**src/rtl/stripe_pkg.sv**
```systemverilog
// stripe_pkg: shared types and constants for the byte striping / unstriping blocks
//   state_t       : striping FSM state {EMPTY, HALF}
//   STRIPE_DATA_W : default lane / input word width
//   STRIPE_CNT_W  : width of the emitted-pair counter
//   timer_w()     : width of a counter that must reach n
package stripe_pkg;
    typedef enum logic {EMPTY, HALF} state_t;
    localparam int STRIPE_DATA_W = 32;
    localparam int STRIPE_CNT_W  = 8;
    function automatic int timer_w(input int n);
        return (n < 1) ? 1 : $clog2(n + 1);
    endfunction
endpackage

```
**src/rtl/stripe_flush_timer.sv**
```systemverilog
// stripe_flush_timer: idle-cycle timer that releases a lone pending word
//   clk_2f   : clock, rising edge
//   reset_L  : asynchronous active-low reset
//   run      : a word is pending (striper in HALF)
//   valid_in : input word valid this cycle; restarts the count
//   expire   : this idle cycle is the FLUSH_CYC-th in a row; flush at the coming edge
module stripe_flush_timer
    import stripe_pkg::*;
#(
    parameter int FLUSH_CYC = 4
) (
    input  logic clk_2f,
    input  logic reset_L,
    input  logic run,
    input  logic valid_in,
    output logic expire
);
    localparam int TW = timer_w(FLUSH_CYC);
    localparam logic [TW-1:0] LAST = TW'(FLUSH_CYC - 1);

    logic [TW-1:0] timer;

    // The count reaches FLUSH_CYC on this idle edge, so the flush is registered
    // at the same edge and the counter restarts instead of holding FLUSH_CYC.
    assign expire = run && !valid_in && (timer == LAST);

    always_ff @(posedge clk_2f or negedge reset_L)
        if (!reset_L)
            timer <= '0;
        else
            timer <= (!run || valid_in || expire) ? '0 : timer + 1'b1;
endmodule

```
**src/rtl/byte_striping.sv**
```systemverilog
// byte_striping: splits a serial word stream into aligned even/odd lane pairs
//   clk_2f   : single clock, rising edge
//   reset_L  : asynchronous active-low reset
//   data_in  : serial word stream, DATA_W bits
//   valid_in : data_in valid this cycle
//   lane_0   : even-numbered word of the emitted pair (held between pulses)
//   lane_1   : odd-numbered word of the emitted pair (held between pulses)
//   valid_0  : one-cycle pulse, lane_0 carries a new word
//   valid_1  : one-cycle pulse, lane_1 carries a new word
//   pair_cnt : pairs emitted, flushes included, wraps at 256
// Optional feature: define BYTE_STRIPE_FLUSH_EN to flush a lone pending word
// to lane_0 after FLUSH_CYC idle cycles.
module byte_striping
    import stripe_pkg::*;
#(
    parameter int DATA_W    = STRIPE_DATA_W,
    parameter int FLUSH_CYC = 4
) (
    input  logic                    clk_2f,
    input  logic                    reset_L,
    input  logic [DATA_W-1:0]       data_in,
    input  logic                    valid_in,
    output logic [DATA_W-1:0]       lane_0,
    output logic [DATA_W-1:0]       lane_1,
    output logic                    valid_0,
    output logic                    valid_1,
    output logic [STRIPE_CNT_W-1:0] pair_cnt
);
    state_t            state;
    logic [DATA_W-1:0] hold_reg;
    logic              flush;

    if (FLUSH_CYC < 1) begin : g_bad_flush_cyc
        $error("byte_striping: FLUSH_CYC must be at least 1");
    end

`ifdef BYTE_STRIPE_FLUSH_EN
    stripe_flush_timer #(
        .FLUSH_CYC(FLUSH_CYC)
    ) u_flush_timer (
        .clk_2f   (clk_2f),
        .reset_L  (reset_L),
        .run      (state == HALF),
        .valid_in (valid_in),
        .expire   (flush)
    );
`else
    assign flush = 1'b0;
`endif

    always_ff @(posedge clk_2f or negedge reset_L)
        if (!reset_L) begin
            state    <= EMPTY;
            hold_reg <= '0;
            lane_0   <= '0;
            lane_1   <= '0;
            valid_0  <= 1'b0;
            valid_1  <= 1'b0;
            pair_cnt <= '0;
        end else begin
            valid_0 <= 1'b0;
            valid_1 <= 1'b0;
            if (state == EMPTY) begin
                if (valid_in) begin
                    hold_reg <= data_in;
                    state    <= HALF;
                end
            end else if (valid_in) begin
                // A real second word always beats a flush due in the same cycle.
                lane_0   <= hold_reg;
                lane_1   <= data_in;
                valid_0  <= 1'b1;
                valid_1  <= 1'b1;
                pair_cnt <= pair_cnt + 1'b1;
                state    <= EMPTY;
            end else if (flush) begin
                lane_0   <= hold_reg;
                lane_1   <= '0;
                valid_0  <= 1'b1;
                pair_cnt <= pair_cnt + 1'b1;
                state    <= EMPTY;
            end
        end
endmodule

```
**config.mk**
```make
export PLATFORM = sky130hd
export DESIGN_NAME = byte_striping
export DESIGN_NICKNAME = d
export VERILOG_FILES = /design/src/rtl/stripe_pkg.sv /design/src/rtl/stripe_flush_timer.sv /design/src/rtl/byte_striping.sv
export SDC_FILE = /design/constraint.sdc
export NUM_CORES = 1
export LEC_CHECK = 0
export CAP_MARGIN = 20
export CORE_ASPECT_RATIO = 0.6
export CORE_MARGIN = 2
export CORE_UTILIZATION = 50
export DETAILED_ROUTE_END_ITERATION = 8
export GPL_ROUTABILITY_DRIVEN = 0
export HOLD_SLACK_MARGIN = 0.03
export PLACE_DENSITY_LB_ADDON = 0.15
export SKIP_CTS_REPAIR_TIMING = 1
export SYNTH_ARGS = -nofsm -noshare
export SYNTH_HDL_FRONTEND = slang
export SYNTH_SLANG_ARGS = --single-unit
```
**constraint.sdc**
```tcl
create_clock -name clk_2f -period 2.4 [get_ports clk_2f]
set_input_delay 0.48 -clock clk_2f [delete_from_list [all_inputs] [get_ports clk_2f]]
set_output_delay 0.48 -clock clk_2f [all_outputs]
set_load 0.01 [all_outputs]
```
* Word level (Yosys, flattened, before mapping)
Index checks and enable logic that the tools add are counted.
W data, S select, Z words.
** Word-level totals
- Input bits :: 35
- Word-level logic and storage cells :: 14
- Register bits :: 106
- Memory bits (read-only) :: 0
- Bits in latches :: 0
- Memory bits (writable) :: 0
- Memories kept :: 0
** Cells by class
- Reductions and logical operators :: 2
- Equality and inequality tests :: 0
- Shifts and indexed selects :: 0
- Multiply operators :: 0
- Div/mod/pow operators :: 0
- Bitwise gates (word level) :: 1
- Magnitude comparators :: 0
- Mux-type cells :: 4
- Add/subtract/negate cells :: 1
** Operator list (number)
- $add A8 B1 Y8 const B :: 1
- $mux W1 :: 4
- $reduce_and A2 Y1 :: 2
- $not A1 Y1 :: 1

* Longest topological paths before layout
Gate-level depths: netlist of run 1.
- Depth after elaboration :: 2
- Mapped depth :: 6
- Depth with buffers taken out :: 4

* Worst setup path after synthesis of run 1
No wires, ideal clock.
- Path type :: in2reg
- Start :: input valid_in
- End :: register lane_0[10]
- Cell stages on the path :: 4
- Setup slack :: 1.012 ns
- Arrival :: 1.263 ns
- Buffers on the path :: 2
- Cells stage by stage :: ha_1 buf_4 buf_4 mux2_2
** Between the ends
- Cells in the longest elaborated chain, start to end :: 1
** RTL lines
- start, declared :: RTL line byte_striping.sv:22 : input logic valid_in,
- $reduce_and A2 Y1 (no line)
- end signal, assigned :: RTL line byte_striping.sv:70 : lane_0 <= hold_reg;
- end signal, assigned :: RTL line byte_striping.sv:77 : lane_0 <= hold_reg;
- end, declared :: RTL line byte_striping.sv:23 : output logic [DATA_W-1:0] lane_0,
No other way between the ends.
A chain may end at the register's enable or synchronous reset.

* Worst setup path after layout of run 1
- Start :: register pair_cnt[0]
- End :: output pair_cnt[0]
** RTL lines
- start, declared :: RTL line byte_striping.sv:27 : output logic [STRIPE_CNT_W-1:0] pair_cnt
- start signal, assigned :: RTL line byte_striping.sv:74 : pair_cnt <= pair_cnt + 1'b1;
- start signal, assigned :: RTL line byte_striping.sv:80 : pair_cnt <= pair_cnt + 1'b1;
No word-level cell between the ends.

==> results of run 1 <==
-- layout by cell type (no fill, tap or decap) --
master | Yosys | final
clkdlybuf4s50_1 | 0 | 107
dfrtp_1 | 106 | 106
mux2_2 | 95 | 95
clkbuf_16 | 0 | 9
buf_4 | 10 | 5
xor2_1 | 4 | 4
nand4_1 | 3 | 3
xnor2_1 | 3 | 3
bufinv_16 | 0 | 3
buf_12 | 1 | 3
inv_1 | 2 | 2
nand2_1 | 2 | 2
nor2_1 | 2 | 2
mux2_1 | 2 | 2
clkinvlp_4 | 0 | 2
nand4_4 | 1 | 1
nor2_2 | 1 | 1
ha_1 | 3 | 1
ha_2 | 0 | 1
ha_4 | 0 | 1
clkbuf_8 | 0 | 1
clkinv_4 | 0 | 1
-- report_power, final --
part	internal [mW]	total (mW)	switching [mW]	leakage, nW
sequential	2.69	3.18	0.495	1.25
clock	1.05	1.67	0.621	0.165
combinational	1.96	3.03	1.07	0.913
-- metal layers --
layer	up-vias	GRT usage (%)	wire length (µm)
li1	1051	-	-
met1	1145	23.9	3250
met2	68	27.9	3390
met3	8	7.92	600
met4	0	6.27	80
met5	-	0	0
-- stage by stage --
| step | instance area [µm²] | utilization [%] |
|---|---|---|
| final | 5580 | 71.1 |
| after global placement | 5230 | 66.6 |
| after global routing | 5580 | 71.1 |
| after detailed placement | 5230 | 66.6 |
| after CTS | 5580 | 71.1 |
| after floorplan | 4020 | - |
-- logic make-up (layout without fill, tap and decap cells) --
logic type	count (synthesis)	in the layout	share of synthesized area (%)
buffers and inverters	15	133	2.95
adder cells (fa/ha/maj)	3	3	0.933
XOR/XNOR	7	7	1.52
AND/OR/NAND/NOR	9	9	1.52
flip-flops	106	106	65.9
multiplexers	97	97	27.1
-- final timing paths --
check	from	endpoint	slack, ns
worst min register to register	pair_cnt[7]	pair_cnt[7]	0.46
max in group asynchronous	reset_L	lane_1[19]	1.48
min in group clk_2f	pair_cnt[7]	pair_cnt[7]	0.46
worst max register to register	state	hold_reg[9]	1.04
worst min-delay path	reset_L	lane_1[25]	0.15
worst max-delay path	pair_cnt[0]	pair_cnt[0]	0.53
-- layout make-up --
cell class                 count  area (µm²)  area share [%]
inverter                       2        7.51           0.134
clock inverter                 6         114            2.04
timing repair buffer         115        1170            20.9
multi-input combinational    116        1270            22.7
clock buffer                  10         239            4.28
sequential                   106        2650            47.5
tap                          108         135            2.42
-- synth_stat cells --
cell type	number	area (µm²)
buf_6	1	11.3
ha_1	3	37.5
xor2_1	4	35.0
nor2_1	2	7.51
nand4_1	3	18.8
clkbuf_2	1	5.00
inv_1	2	7.51
nand2_1	2	7.51
xnor2_1	3	26.3
dfrtp_1	106	2650
buf_12	1	20.0
buf_4	10	75.1
mux2_1	2	22.5
mux2_2	95	1070
nand4_4	1	21.3
nor2_2	1	6.26
==> results by group, run 1 <==
Run status
  • Status: complete, no violations

Clocking
  • Root buf cell: clkbuf_16
  • Clock-pin slew on the worst setup and hold paths: 0.07 ns
  • CTS tree: yes
  • Longest Clk Path Bufs: 2
  • Clk_lat worst skew: 0.34 ns
  • Clock sinks: 106
  • Htree depth: 3
  • Number of buffers created by CTS: 9

Timing
  • Final WS setup: between 0.5 and 0.6 ns
  • Worst slew pin tran: 0.615 ns
  • RSZ-0062 raised after global routing: false
  • Setup TNS Final: 0 ns
  • Fin crit period: 1.87 ns
  • Slew Limit Fails: 0
  • Slew HR: 59.0%
  • Hold_ws: 0.146 ns
  • Clock skew: around 0.0032 ns
  • Final setup fails: 0
  • Fin crit share: 77.8%
  • F_max: 0.536 GHz
  • Final Hold Fails: 0

Synth
  • Synth Register Bits: between 100 and 150
  • Share of the yosys chip area belonging to registers: 65.9%
  • Post-synth cell types: 16
  • Syn_nets: 275
  • Yosys warns: 0
  • Cell Area, Synth: 0.00402 mm²
  • Synth Instances: 237
  • Avg Cell Area, Syn: 17.0 µm²

GRT
  • Total global-route track usage: 18.3%
  • First-pass GRT wire length: 12.2 mm
  • Gr ovfl total: 0
  • Initial antenna violation count: 0
  • Largest net degree at the start of global routing: 51
  • Vias in the first global route: 2337

Critical path
  • Worst-path fanout max: 5
  • Critical path required time: approximately 1.9 ns
  • Crit path max-delay family: buffers and inverters
  • R2R depth: 4
  • CP Buf/Inv Count: 1
  • Setup CP Type: reg -> out
  • CP cell instances: clkdlybuf4s50_1
  • CP endpoint kind: primary output
  • Levels on crit path: 1
  • Slowest library cell on the worst path: clkdlybuf4s50_1
  • CP Launch Type: register
  • WP data arrival: 1.39 ns
  • Slowest stage delay, CP: 0.58 ns

Die
  • # rows: 25
  • Die Area: 0.00881 mm²
  • CORE AREA: 0.00785 mm²
  • Initial Utilization: 51.3%
  • Vert. Die Dim: 73.5 µm
  • Die X: between 100 and 150 µm
  • # IOs: 109

Drt
  • Final WL: 7.32 mm
  • Routed len/inst: 15.8 µm
  • DRC violations left: 0
  • Number of DRC markers in iteration 0: 85
  • Vias per cell: 4.91
  • First-pass DRT Iterations: 3
  • Remaining antenna violation count: 0
  • Total vias in the final route: 2272

Layout
  • Layout cells sized above 1: 34.6%
  • Fin cells: around 460
  • ANT cells: 0
  • Filler instances: 572
  • Nets: 388
  • Area delta synth->final: 38.8%

Placed design
  • Pre-CTS worst setup slack: 0.407 ns
  • IO buf count: 108
  • Detail Placement HPWL: about 5 mm
  • Post-Place Cells: 447

Power
  • Power density cells: 1410 mW/mm²
  • Maximum VDD drop: 0.806 mV
  • Power Total: 7.88 mW
  • Lkg Pwr: 2.33 nW

Min path
  • Min-delay worst type: in -> async

Run
  • Max_cap viols: 0
Note: power is estimated with default switching activity, not from simulation.
==> run 2, diff against run 1 <==
CORE_UTILIZATION = 43   (was 50)
clock period = 1.7 ns   (was 2.4 ns; I/O delays follow)
==> results by group, run 2 (synthesis results as in run 1) <==
Drt
  • Remaining antenna violation count: 0 (unchanged)
  • DRC violations left: 0 (unchanged)
  • First-pass DRT Iterations: 2 (was 3)
  • Routed len/inst: 15.4 µm (was 15.8 µm)
  • Total vias in the final route: 2328 (was 2272)
  • Number of DRC markers in iteration 0: 35 (was 85)
  • Final WL: 7.36 mm (was 7.32 mm)
  • Vias per cell: 4.87 (was 4.91)

Critical path
  • Critical path required time: 1.36 ns (was 1.92 ns)
  • CP cell instances: clkdlybuf4s50_1 (unchanged)
  • Setup CP Type: reg -> out (unchanged)
  • CP Launch Type: register (unchanged)
  • CP endpoint kind: primary output (unchanged)
  • Worst-path fanout max: 4 (was 5)
  • WP data arrival: 1.31 ns (was 1.39 ns)
  • Crit path max-delay family: buffers and inverters (unchanged)
  • Slowest stage delay, CP: 0.56 ns (was 0.58 ns)
  • Slowest library cell on the worst path: clkdlybuf4s50_1 (unchanged)
  • CP Buf/Inv Count: 1 (unchanged)

GRT
  • Largest net degree at the start of global routing: 37 (was 51)
  • Initial antenna violation count: 0 (unchanged)
  • Gr ovfl total: 0 (unchanged)
  • First-pass GRT wire length: 11.8 mm (was 12.2 mm)
  • Total global-route track usage: 15.2% (was 18.3%)
  • Vias in the first global route: 2340 (was 2337)

Timing
  • Hold_ws: 0.470 ns (was 0.146 ns)
  • Final Hold Fails: 0 (unchanged)
  • Fin crit share: 96.8%
  • Clock skew: 0.00794 ns (was 0.00320 ns)
  • RSZ-0062 raised after global routing: false (unchanged)
  • F_max: 0.608 GHz
  • Slew HR: 72.3% (was 59.0%)
  • Final setup fails: 0 (unchanged)
  • Slew Limit Fails: 0 (unchanged)
  • Fin crit period: ~1.6 ns
  • Worst slew pin tran: 0.415 ns (was 0.615 ns)

Placed design
  • Post-Place Cells: 459 (was 447)
  • Detail Placement HPWL: 5.38 mm (was 5.07 mm)
  • IO buf count: 108 (unchanged)

Layout
  • Layout cells sized above 1: 35.9% (was 34.6%)
  • ANT cells: 0 (unchanged)
  • Fin cells: 478 (was 463)
  • Most frequent cells in the layout: 106 x clkdlybuf4s50_1, 104 x dfrtp_1, 95 x mux2_2, 9 x clkbuf_16 (was 107 x clkdlybuf4s50_1, 106 x dfrtp_1, 95 x mux2_2, 9 x clkbuf_16, 5 x buf_4)
  • Area delta synth->final: 41.0% (was 38.8%)
  • Nets: 395 (was 388)
  • Commonest non-fill, non-tap cell in the layout: clkdlybuf4s50_1 (unchanged)

Clocking
  • CTS tree: yes (unchanged)
  • Clock-pin slew on the worst setup and hold paths: 0.07 ns (about the same)
  • Htree depth: 3 (unchanged)
  • Clk_lat worst skew: 0.33 ns (was 0.34 ns)
  • Longest Clk Path Bufs: 2 (unchanged)
  • Number of buffers created by CTS: 9 (unchanged)
  • Clock sinks: 106 (unchanged)
  • Root buf cell: clkbuf_16 (unchanged)

Run status
  • Status: complete, no violations (unchanged)

Min path
  • Min-delay worst type: reg -> reg (was in -> async)

Die
  • Vert. Die Dim: 78.9 µm (was 73.5 µm)
  • CORE AREA: 0.00912 mm² (was 0.00785 mm²)
  • # rows: 27 (was 25)
  • # IOs: 109 (unchanged)
  • Initial Utilization: 44.1% (was 51.3%)
  • Die X: 129 µm (was 120 µm)
  • Die Area: 0.0102 mm² (was 0.00881 mm²)

Power
  • Power density cells: 1950 mW/mm² (was 1410 mW/mm²)
  • Power Total: 11.1 mW (was 7.88 mW)
  • Maximum VDD drop: 0.974 mV (was 0.806 mV)
  • Lkg Pwr: 2.38 nW (was 2.33 nW)

Run
  • Max_cap viols: 0 (unchanged)
-- run 2: changes by cell type in the layout (fill, tap and decap cells not counted), moves of 2 or more --
cell	change
dfrtp_1	-2
buf_4	+2
clkinv_2	+2
dfrtp_2	+2
buf_12	+4
-- run 2: worst paths after layout --
kind / to / startpoint / cells past startpoint / slack [ns]
setup / recovery: pair_cnt[3] / pair_cnt[3] / 1 / 0.05
hold / removal: pair_cnt[7] / pair_cnt[7] / 1 / 0.47
setup reg to reg: hold_reg[11] / state / 4 / 0.34
hold reg to reg: pair_cnt[7] / pair_cnt[7] / 1 / 0.47
max in group asynchronous: lane_0[9] / reset_L / 3 / 0.68
min in group asynchronous: lane_0[27] / reset_L / 2 / 0.48
-- run 2: final cells by class --
cell class | instances | area, µm²
Clock buffer | 11 | 243
Clock inverter | 5 | 77.6
Fill cell | 688 | 3450
Inverter | 2 | 7.51
Multi-Input combinational cell | 116 | 1270
Sequential cell | 106 | 2660
Tap cell | 116 | 145
Timing Repair Buffer | 122 | 1280
-- run 2: metal layers --
layer	vias up	part of all wire (%)	track usage, %
li1	1075	-	-
met1	1179	46	20.4
met2	68	46	22.6
met3	6	7.9	6.74
met4	0	0.67	3.91
met5	-	0	0
-- run 2: through the flow --
step	area (µm²)	util [%]	setup WS [ns]	setup TNS, ns
3_5_place_dp	5320	58.3	-0.106	-6.87
4_1_cts	5640	61.9	-0.0455	-0.0809
6_report	5670	62.2	0.0549	0
3_3_place_gp	5320	58.3	-0.0856	-5.78
5_1_grt	5670	62.2	0.00833	0
2_1_floorplan	4020	-	0.416	0
-- run 2: power breakdown --
group,switching [mW],internal (mW),total (mW)
Clock,0.839,1.33,2.16
Combinational,1.57,2.88,4.44
Sequential,0.661,3.80,4.46
Total,3.07,8.00,11.1
